===== config.mk =====
export PLATFORM = sky130hd
export DESIGN_NAME = conv3x3_sequencer
export DESIGN_NICKNAME = d
export VERILOG_FILES = /design/src/rtl/conv3x3_sequencer.sv
export SDC_FILE = /design/constraint.sdc
export NUM_CORES = 1
export LEC_CHECK = 0
export CAP_MARGIN = 20
export CORE_MARGIN = 2
export CORE_UTILIZATION = 34
export DETAILED_ROUTE_END_ITERATION = 8
export HOLD_SLACK_MARGIN = 0.06
export PLACE_DENSITY = 0.59
export SETUP_SLACK_MARGIN = 0.05
export SYNTH_ARGS = -nofsm -noshare
export SYNTH_HDL_FRONTEND = slang
export SYNTH_SLANG_ARGS = --single-unit

===== constraint.sdc =====
create_clock -name clk -period 5.7 [get_ports clk]
set_clock_uncertainty 0.2 [all_clocks]
set_input_delay 1.14 -clock clk [delete_from_list [all_inputs] [get_ports clk]]
set_output_delay 1.14 -clock clk [all_outputs]
set_load 0.05 [all_outputs]

===== src/rtl/conv3x3_sequencer.sv =====
// conv3x3_sequencer
//   Sequences one stride-1, unpadded 3x3 convolution pass over an
//   IMG_H x IMG_W 8-bit ifmap held in synchronous external memory.
//   Holds 9 filter weights, gathers each 3x3 window, presents it to an
//   external 9-PE datapath and reduces the 9 products into a 20-bit result
//   streamed out in raster order with valid/ready.
// Ports:
//   clk, rst_n            clock (rising edge), async active-low reset
//   start, load_wt        begin pass (IDLE only); load weights first if load_wt
//   busy, done            busy outside IDLE; one-cycle done pulse at end of pass
//   wt_valid/wt_data/wt_ready   weight byte stream, taps 0..8 in (ky,kx) raster
//   mem_re/mem_addr/mem_rdata   ifmap read port, data returns one cycle after mem_re
//   kern_ifmap/kern_filter      window and weights, tap k at [71-8k -: 8]
//   kern_psum                   products from datapath, tap k at [143-16k -: 16]
//   out_valid/out_ready/out_data/out_row/out_col   result stream
module conv3x3_sequencer #(
  parameter int IMG_W  = 8,
  parameter int IMG_H  = 8,
  parameter int ADDR_W = 16
) (
  input  logic              clk,
  input  logic              rst_n,
  input  logic              start,
  input  logic              load_wt,
  output logic              busy,
  output logic              done,
  input  logic              wt_valid,
  input  logic [7:0]        wt_data,
  output logic              wt_ready,
  output logic              mem_re,
  output logic [ADDR_W-1:0] mem_addr,
  input  logic [7:0]        mem_rdata,
  output logic [71:0]       kern_ifmap,
  output logic [71:0]       kern_filter,
  input  logic [143:0]      kern_psum,
  output logic              out_valid,
  input  logic              out_ready,
  output logic [19:0]       out_data,
  output logic [7:0]        out_row,
  output logic [7:0]        out_col
);

  typedef enum logic [2:0] {
    IDLE, LOAD_W, FETCH, WAIT, SUM, OUT, DONE
  } state_t;

  state_t      state, next_state;
  logic [3:0]  k_cnt;      // fetch tap index 0..8
  logic [3:0]  n_cnt;      // weight load index 0..8
  logic        cap_en;     // read issued last cycle, capture mem_rdata now
  logic [3:0]  cap_idx;
  logic [7:0]  weights [9];
  logic [7:0]  window  [9];
  logic [7:0]  r, c;
  logic        last_col, last_row;
  logic [1:0]  kr, kc;
  logic [19:0] psum_sum;

  assign last_col = (c >= 8'(IMG_W - 3));
  assign last_row = (r >= 8'(IMG_H - 3));

  // State register
  always_ff @(posedge clk or negedge rst_n) begin
    if (!rst_n) state <= IDLE;
    else        state <= next_state;
  end

  // Next-state logic
  always_comb begin
    next_state = state;
    unique case (state)
      IDLE:   if (start) next_state = load_wt ? LOAD_W : FETCH;
      LOAD_W: if (wt_valid && n_cnt == 4'd8) next_state = FETCH;
      FETCH:  if (k_cnt == 4'd8) next_state = WAIT;
      WAIT:   next_state = SUM;
      SUM:    next_state = OUT;
      OUT:    if (out_ready) next_state = (last_col && last_row) ? DONE : FETCH;
      DONE:   next_state = IDLE;
      default: next_state = IDLE;
    endcase
  end

  // Window-relative row/column of the tap being fetched
  always_comb begin
    kr = (k_cnt >= 4'd6) ? 2'd2 : (k_cnt >= 4'd3) ? 2'd1 : 2'd0;
    kc = 2'(k_cnt - 4'(kr) * 4'd3);
  end

  // Output logic
  always_comb begin
    busy      = (state != IDLE);
    done      = (state == DONE);
    wt_ready  = (state == LOAD_W);
    mem_re    = (state == FETCH);
    out_valid = (state == OUT);
    mem_addr  = '0;
    if (state == FETCH)
      mem_addr = ADDR_W'((32'(r) + 32'(kr)) * 32'(IMG_W) + 32'(c) + 32'(kc));
    kern_ifmap  = '0;
    kern_filter = '0;
    for (int unsigned i = 0; i < 9; i++) begin
      kern_ifmap[71-8*i -: 8]  = window[i];
      kern_filter[71-8*i -: 8] = weights[i];
    end
  end

  // Reduction of the 9 datapath products
  always_comb begin
    psum_sum = '0;
    for (int unsigned i = 0; i < 9; i++)
      psum_sum = psum_sum + 20'(kern_psum[143-16*i -: 16]);
  end

  // Counters, weight/window storage, result registers
  always_ff @(posedge clk or negedge rst_n) begin
    if (!rst_n) begin
      k_cnt    <= '0;
      n_cnt    <= '0;
      cap_en   <= 1'b0;
      cap_idx  <= '0;
      r        <= '0;
      c        <= '0;
      out_data <= '0;
      out_row  <= '0;
      out_col  <= '0;
      for (int unsigned i = 0; i < 9; i++) begin
        weights[i] <= '0;
        window[i]  <= '0;
      end
    end else begin
      // Read data lands one cycle after the strobe, so the capture
      // slot is pipelined alongside it (tap 8 lands during WAIT).
      cap_en  <= (state == FETCH);
      cap_idx <= k_cnt;
      if (cap_en) window[cap_idx] <= mem_rdata;

      unique case (state)
        IDLE: begin
          if (start) begin
            r     <= '0;
            c     <= '0;
            n_cnt <= '0;
            k_cnt <= '0;
          end
        end
        LOAD_W: begin
          if (wt_valid) begin
            weights[n_cnt] <= wt_data;
            n_cnt          <= n_cnt + 4'd1;
          end
        end
        FETCH: begin
          k_cnt <= (k_cnt == 4'd8) ? 4'd0 : k_cnt + 4'd1;
        end
        SUM: begin
          out_data <= psum_sum;
          out_row  <= r;
          out_col  <= c;
        end
        OUT: begin
          if (out_ready) begin
            k_cnt <= '0;
            if (!last_col) begin
              c <= c + 8'd1;
            end else if (!last_row) begin
              c <= '0;
              r <= r + 8'd1;
            end
          end
        end
        default: ;
      endcase
    end
  end

endmodule


; ---- Yosys cells after proc, flatten, opt, wreduce, memory -nomap -nowiden
; Index checks and enable logic that the tools add are counted.
[classes]
addsub = 16
mul = 1
n_div = 0
n_lt_le_gt_ge = 8
n_eq_ne = 16
n_shift = 0
muxes = 31
n_bitwise = 2
reduce_logical = 15
[ops]
columns = operator, n
row1 = bitwise mux 72 bit, 2
row2 = adder 20 x 16 -> 20 bit, 4
row3 = 2-to-1 mux 8 bit, 9
row4 = demux 8 bit (select 4 bit), 2
row5 = one-hot mux 8 bit (2 select lines), 2
row6 = adder 19 x 16 -> 20 bit, 1
row7 = adder 18 x 16 -> 19 bit, 1
row8 = adder 17 x 16 -> 18 bit, 1
row9 = one-hot mux 3 bit (6 select lines), 1
row10 = adder 16 x 16 -> 17 bit, 1
row11 = adder 8 x 1 -> 8 bit (second input constant), 2
row12 = >= comparator 8 x 3 -> 1 bit (second input constant), 2
row13 = 2-to-1 mux 16 bit, 1
row14 = 2-to-1 mux 4 bit, 4
row15 = 2-to-1 mux 3 bit, 5
row16 = adder 13 x 2 -> 14 bit, 1
row17 = adder 12 x 8 -> 13 bit, 1
row18 = one-hot mux 4 bit (3 select lines), 1
row19 = >= comparator 5 bit (second input constant), 2
row20 = < comparator 5 x 1 -> 1 bit (second input constant), 2
row21 = inverter 4 -> 5 bit, 2
row22 = adder 8 x 2 -> 9 bit, 1
row23 = equality test 3 bit (second input constant), 3
row24 = adder 4 x 1 -> 4 bit (second input constant), 2
row25 = 21 further kinds, 36
[totals]
regBits = 212
latchBits = 0
ram_bits = 0
mem_bits_ro = 0
in_bits = 166
out_inout_bits = 201
word_cells = 117
n_memories = 0

; ---- Longest topological paths before layout
[logic_depth]
depth_word = 8
mapped_depth = 17
ltp_nobuf = 17

; ---- Worst setup path before layout
; No wires, ideal clock.
[synth_timing]
path_kind = register to output
start = register k_cnt[0]
end = output port mem_addr[11]
arrival_time_ns = 4.237
required_ns = 4.360
slack_ns = 0.123
path_stages_with_launch = 17
n_path_buf = 0
path_cell_list = dfrtp_1 inv_1 ha_1 o21a_1 nor2_1 inv_1 nor2_1 ha_1 inv_1 fa_1 inv_1 ha_1 nand3_1 o21ai_0 nand4_1 a21o_1 a221oi_1
[synth_between]
elab_chain_len = 7
elab_cells_between_ends = 10
cone_classes = 4 x add/sub / 1 x mul / 2 x order compare / 3 x mux
[synth_lines]
columns = element, line_no
row1 = "start, declared", 48  ; logic [3:0] k_cnt;
row2 = "start signal, assigned", 153  ; k_cnt <= (k_cnt == 4'd8) ? 4'd0 : k_cnt + 4'd1;
row3 = >= comparator 4 x 2 -> 1 bit, 85  ; kr = (k_cnt >= 4'd6) ? 2'd2 : (k_cnt >= 4'd3) ? 2'd1 : 2'd0;
row4 = 2-to-1 mux 1 bit, 85
row5 = 2-to-1 mux 2 bit, 85
row6 = adder 8 x 2 -> 9 bit or multiplier 2 x 1 -> 2 bit (tied branches), "98, 86"
row7 = adder 12 x 8 -> 13 bit or subtractor 2 bit (tied branches), "98, 86"
row8 = adder 13 x 2 -> 14 bit *, 98  ; mem_addr = ADDR_W'((32'(r) + 32'(kr)) * 32'(IMG_W) + 32'(c) + 32'(kc));
row9 = 2-to-1 mux 16 bit *, 97  ; if (state == FETCH)
row10 = "end, declared", 31  ; output logic [ADDR_W-1:0] mem_addr,
; Mark *: on every way between the ends. The rest lies on a longest branch, timed or not.

; ---- Worst setup path in the final report
[layout_timing]
start = input port kern_psum[2]
end = register out_data[12]
[layout_between]
elab_chain_len = 1
[layout_lines]
columns = element, line_no
row1 = "start, declared", 35  ; input logic [143:0] kern_psum,
row2 = adder 20 x 16 -> 20 bit, 111  ; psum_sum = psum_sum + 20'(kern_psum[143-16*i -: 16]);
row3 = "end signal, assigned", 156  ; out_data <= psum_sum;
row4 = "end, declared", 38  ; output logic [19:0] out_data,
; Every way passes these cells.
; A chain may end at the register's enable or synchronous reset.

==> qor.yml <==
min_path:
  min_to: "cap_idx[0]$_DFF_PN0_"
  hold_depth: 0
  min_from: "k_cnt[0]$_DFFE_PN0P_"
  hold_class: "reg2reg"
sta:
  fin_tns_setup_ps: 0
  max_slew.worst_pin.slew_ps: 971
  maxSlewHeadroom: 0.351
  fmax_ghz: 0.185
  timing.final.crit_share: 0.946
  hold_viol_final: 0
  rsz0062_at_grt: "no"
  report.final.slew_viol_count: 0
  period_needed_ps: 5390
  setup_viol: 0
  whs_ps: 248
route:
  wl_per_cell_um: 16.2
  topRoutingLayerUsed: "met5"
  wl_met2_mm: 15.7
  dr.pass1.iters: 4
  drc: 0
  vias: 9278
  drt_wl_total_mm: 32.1
  ant_nets: 0
  first_iter_violations: 301
  drt-vias-per-instance: 4.70
  wl_met3_mm: 1.84
  wl_met1_mm: 13.8
die:
  rows: 70
  die_y_um: 197
  io_pins: 367
  die_w_um: 197
  start_util: 0.345
  die_area_um2: 38800
  core_area_um2: 36700
logic_synthesis:
  synth.ff_latch_count: 212
  ys.flop_type: "dfrtp_1"
  syn_avg_cell_area_um2: 11.5
  syn_inst: 1103
  synth_top_family_by_area: "adder cells"
  synthMuxAreaShare: 0.130
  synthSimpleGateAreaFrac: 0.0886
  yosysSeqAreaShare: 0.418
  synth_cell_types: 60
  synthAdderAreaFrac: 0.220
  synth_compound_area_frac: 0.0558
  synth-edff-count: 0
  yosysWarningCount: 0
  syn-cell-area_um2: 12700
  ys_async_sr_fraction: 1.00
  yosys.area_share.xor_xnor: 0.0221
critical_path:
  cp.required_ps: 5930
  crit_family: "adder cells"
  path_class: "in2reg"
  rr_worst_depth: 6
  cp_max_fo: 2
  slowest_delay_ps: 540
  arrival_ps: 5620
  cp_slowest_cell: "fa_1"
  path_cells: "clkdlybuf4s50_1, inv_1, fa_1, inv_1, fa_1, fa_1, inv_1, fa_1, inv_1, ha_1, inv_1, fa_1, nor2b_2, o31ai_1, buf_4, a211o_1, nor2b_1, xor2_1, o21ai_1"
  startpoint_type: "primary input"
  cp_num_buf_inv: 7
  rrSetupSlack_ps: 3070
  end_kind: "flip-flop"
  r2r-start: "state[0]$_DFFE_PN0P_"
  rr_endpoint: "kern_filter[53]$_DFFE_PN0P_"
power_and_ir_drop:
  peakVddDrop_uv: 317
  p_leak_nw: 8.26
  pwr_density_cell_nw_per_um2: 617
clocking:
  cts_tree: "built"
  h-tree-depth: 1
  numCtsBuffers: 24
  cts_buffer_depth: 3
  clock_latency_ps: 510
  cts-root-buf: "clkbuf_16"
  cts_hold_repair.buffers: 0
  path_clk_slew_ps: 60
  numClockSinks: 212
final_layout:
  area_growth_pct: 41.2
  multi_input_area_um2: 6620
  seq_area_um2: 5310
  antenna_cells: 0
  nFillCells: 3327
  fin_nets: 1811
  drive_gt1_frac: 0.165
  final_cell_mix: "clkdlybuf4s50_1, dfrtp_1, inv_1, mux2_2, fa_1"
  final_area_um2: 17900
  final_common_cell: "clkdlybuf4s50_1"
global_routing:
  grt_overflow: 0
  grt_pass1_vias: 9470
  antenna_found_initial: 1
  grt_usage: 0.165
  grt_pass1_wl_mm: 51.2
  grt_start_max_net_pins: 108
placement:
  hpwlAfterDp_mm: 25.3
  placed_area_um2: 17000
  portBuffers: 362
  gp_congestion: 0.819
status:
  status: "finished clean"
run:
  drv_cap: 0
## synth_stat cells (4+ instances only)
library cell,instances,area share
nand3b_1,7,0.0041
nand3_1,15,0.0059
a31oi_1,10,0.0049
a211oi_1,4,0.0024
nand4_1,5,0.0025
inv_1,168,0.050
nor3b_2,4,0.0039
o31ai_1,4,0.0024
nand2b_1,6,0.0030
and2_1,6,0.0030
mux2_2,144,0.13
nor3_1,14,0.0055
clkbuf_1,19,0.0056
o21ai_0,44,0.017
nor2_1,53,0.016
ha_1,44,0.043
nand2_1,101,0.030
a21oi_1,24,0.0095
a21o_1,5,0.0030
nor2b_1,6,0.0030
dfrtp_1,212,0.42
xor2_1,10,0.0069
buf_4,5,0.0030
buf_2,7,0.0028
xnor2_1,22,0.015
fa_1,112,0.18
## worst reg2reg max path, delay by kind of cell (launching register included)
family,cells,cell delay [ps]
buffers and inverters,1,140
DFF,1,710
muxes,1,390
and+or+nand+nor,4,1080
## per-layer routing
metal  track usage  vias up
met5             0        -
met4        0.0337        2
met3        0.0352       40
met2         0.288      247
met1         0.212     4623
li1              -     4366
## metrics by stage
stage	util	instances	worst slack [ps]	power, mW
2_1_floorplan	-	1106	123	7.03
3_3_place_gp	0.462	1925	-278	9.33
3_5_place_dp	0.462	1925	-307	9.39
4_1_cts	0.485	1968	79.1	11.0
5_1_grt	0.488	1974	46.9	11.8
6_report	0.488	1974	308	11.0
## what timing repair did
action	CTS	global route
pin swaps	0	4
resized for setup	4	13
gates cloned	0	0
endpoints found under the setup margin	2	10
buffers inserted	0	5
## worst max path at each step
| stage | startpoint | to | cells past startpoint |
|---|---|---|---|
| detailed placement | kern_psum[2] | out_data[16]$_DFFE_PN0P_ | 19 |
| global route | kern_psum[2] | out_data[12]$_DFFE_PN0P_ | 19 |
| floorplan | k_cnt[0]$_DFFE_PN0P_ | mem_addr[11] | 16 |
| global placement | kern_psum[2] | out_data[16]$_DFFE_PN0P_ | 19 |
| finish | kern_psum[2] | out_data[12]$_DFFE_PN0P_ | 19 |
| CTS | k_cnt[1]$_DFFE_PN0P_ | mem_addr[10] | 17 |
## cell families after synthesis
family,Yosys count
xor gates and xnor gates,32
muxes,147
DFF,212
buffers and inverters,204
and+or+nand+nor,235
other,1
AOI/OAI and AO/OA,116
adders and majority gates,156
## cell type report
cell class              count  share of cell area
clock inverters             7             0.00615
repair buffers            391               0.219
inverters                 170              0.0356
clock buffers              36              0.0401
multi-input cells         690               0.370
flip-flops and latches    212               0.297
well taps                 468              0.0327
## report_power, final
group	total [mW]	switching (mW)	internal (mW)	leakage (nW)
clock	1.60	0.604	1.00	0.409
sequential	2.42	0.359	2.06	2.76
combinational	7.02	4.17	2.85	5.10
## sequential cells by signal, summed over array words and instances, names as in the netlist
register,cells
kern_ifmap,72
state,3
out_row,8
c,8
out_col,8
k_cnt,4
cap_idx,4
cap_en,1
out_data,20
kern_filter,72
n_cnt,4
r,8
Power figures use the tool's default switching activity.
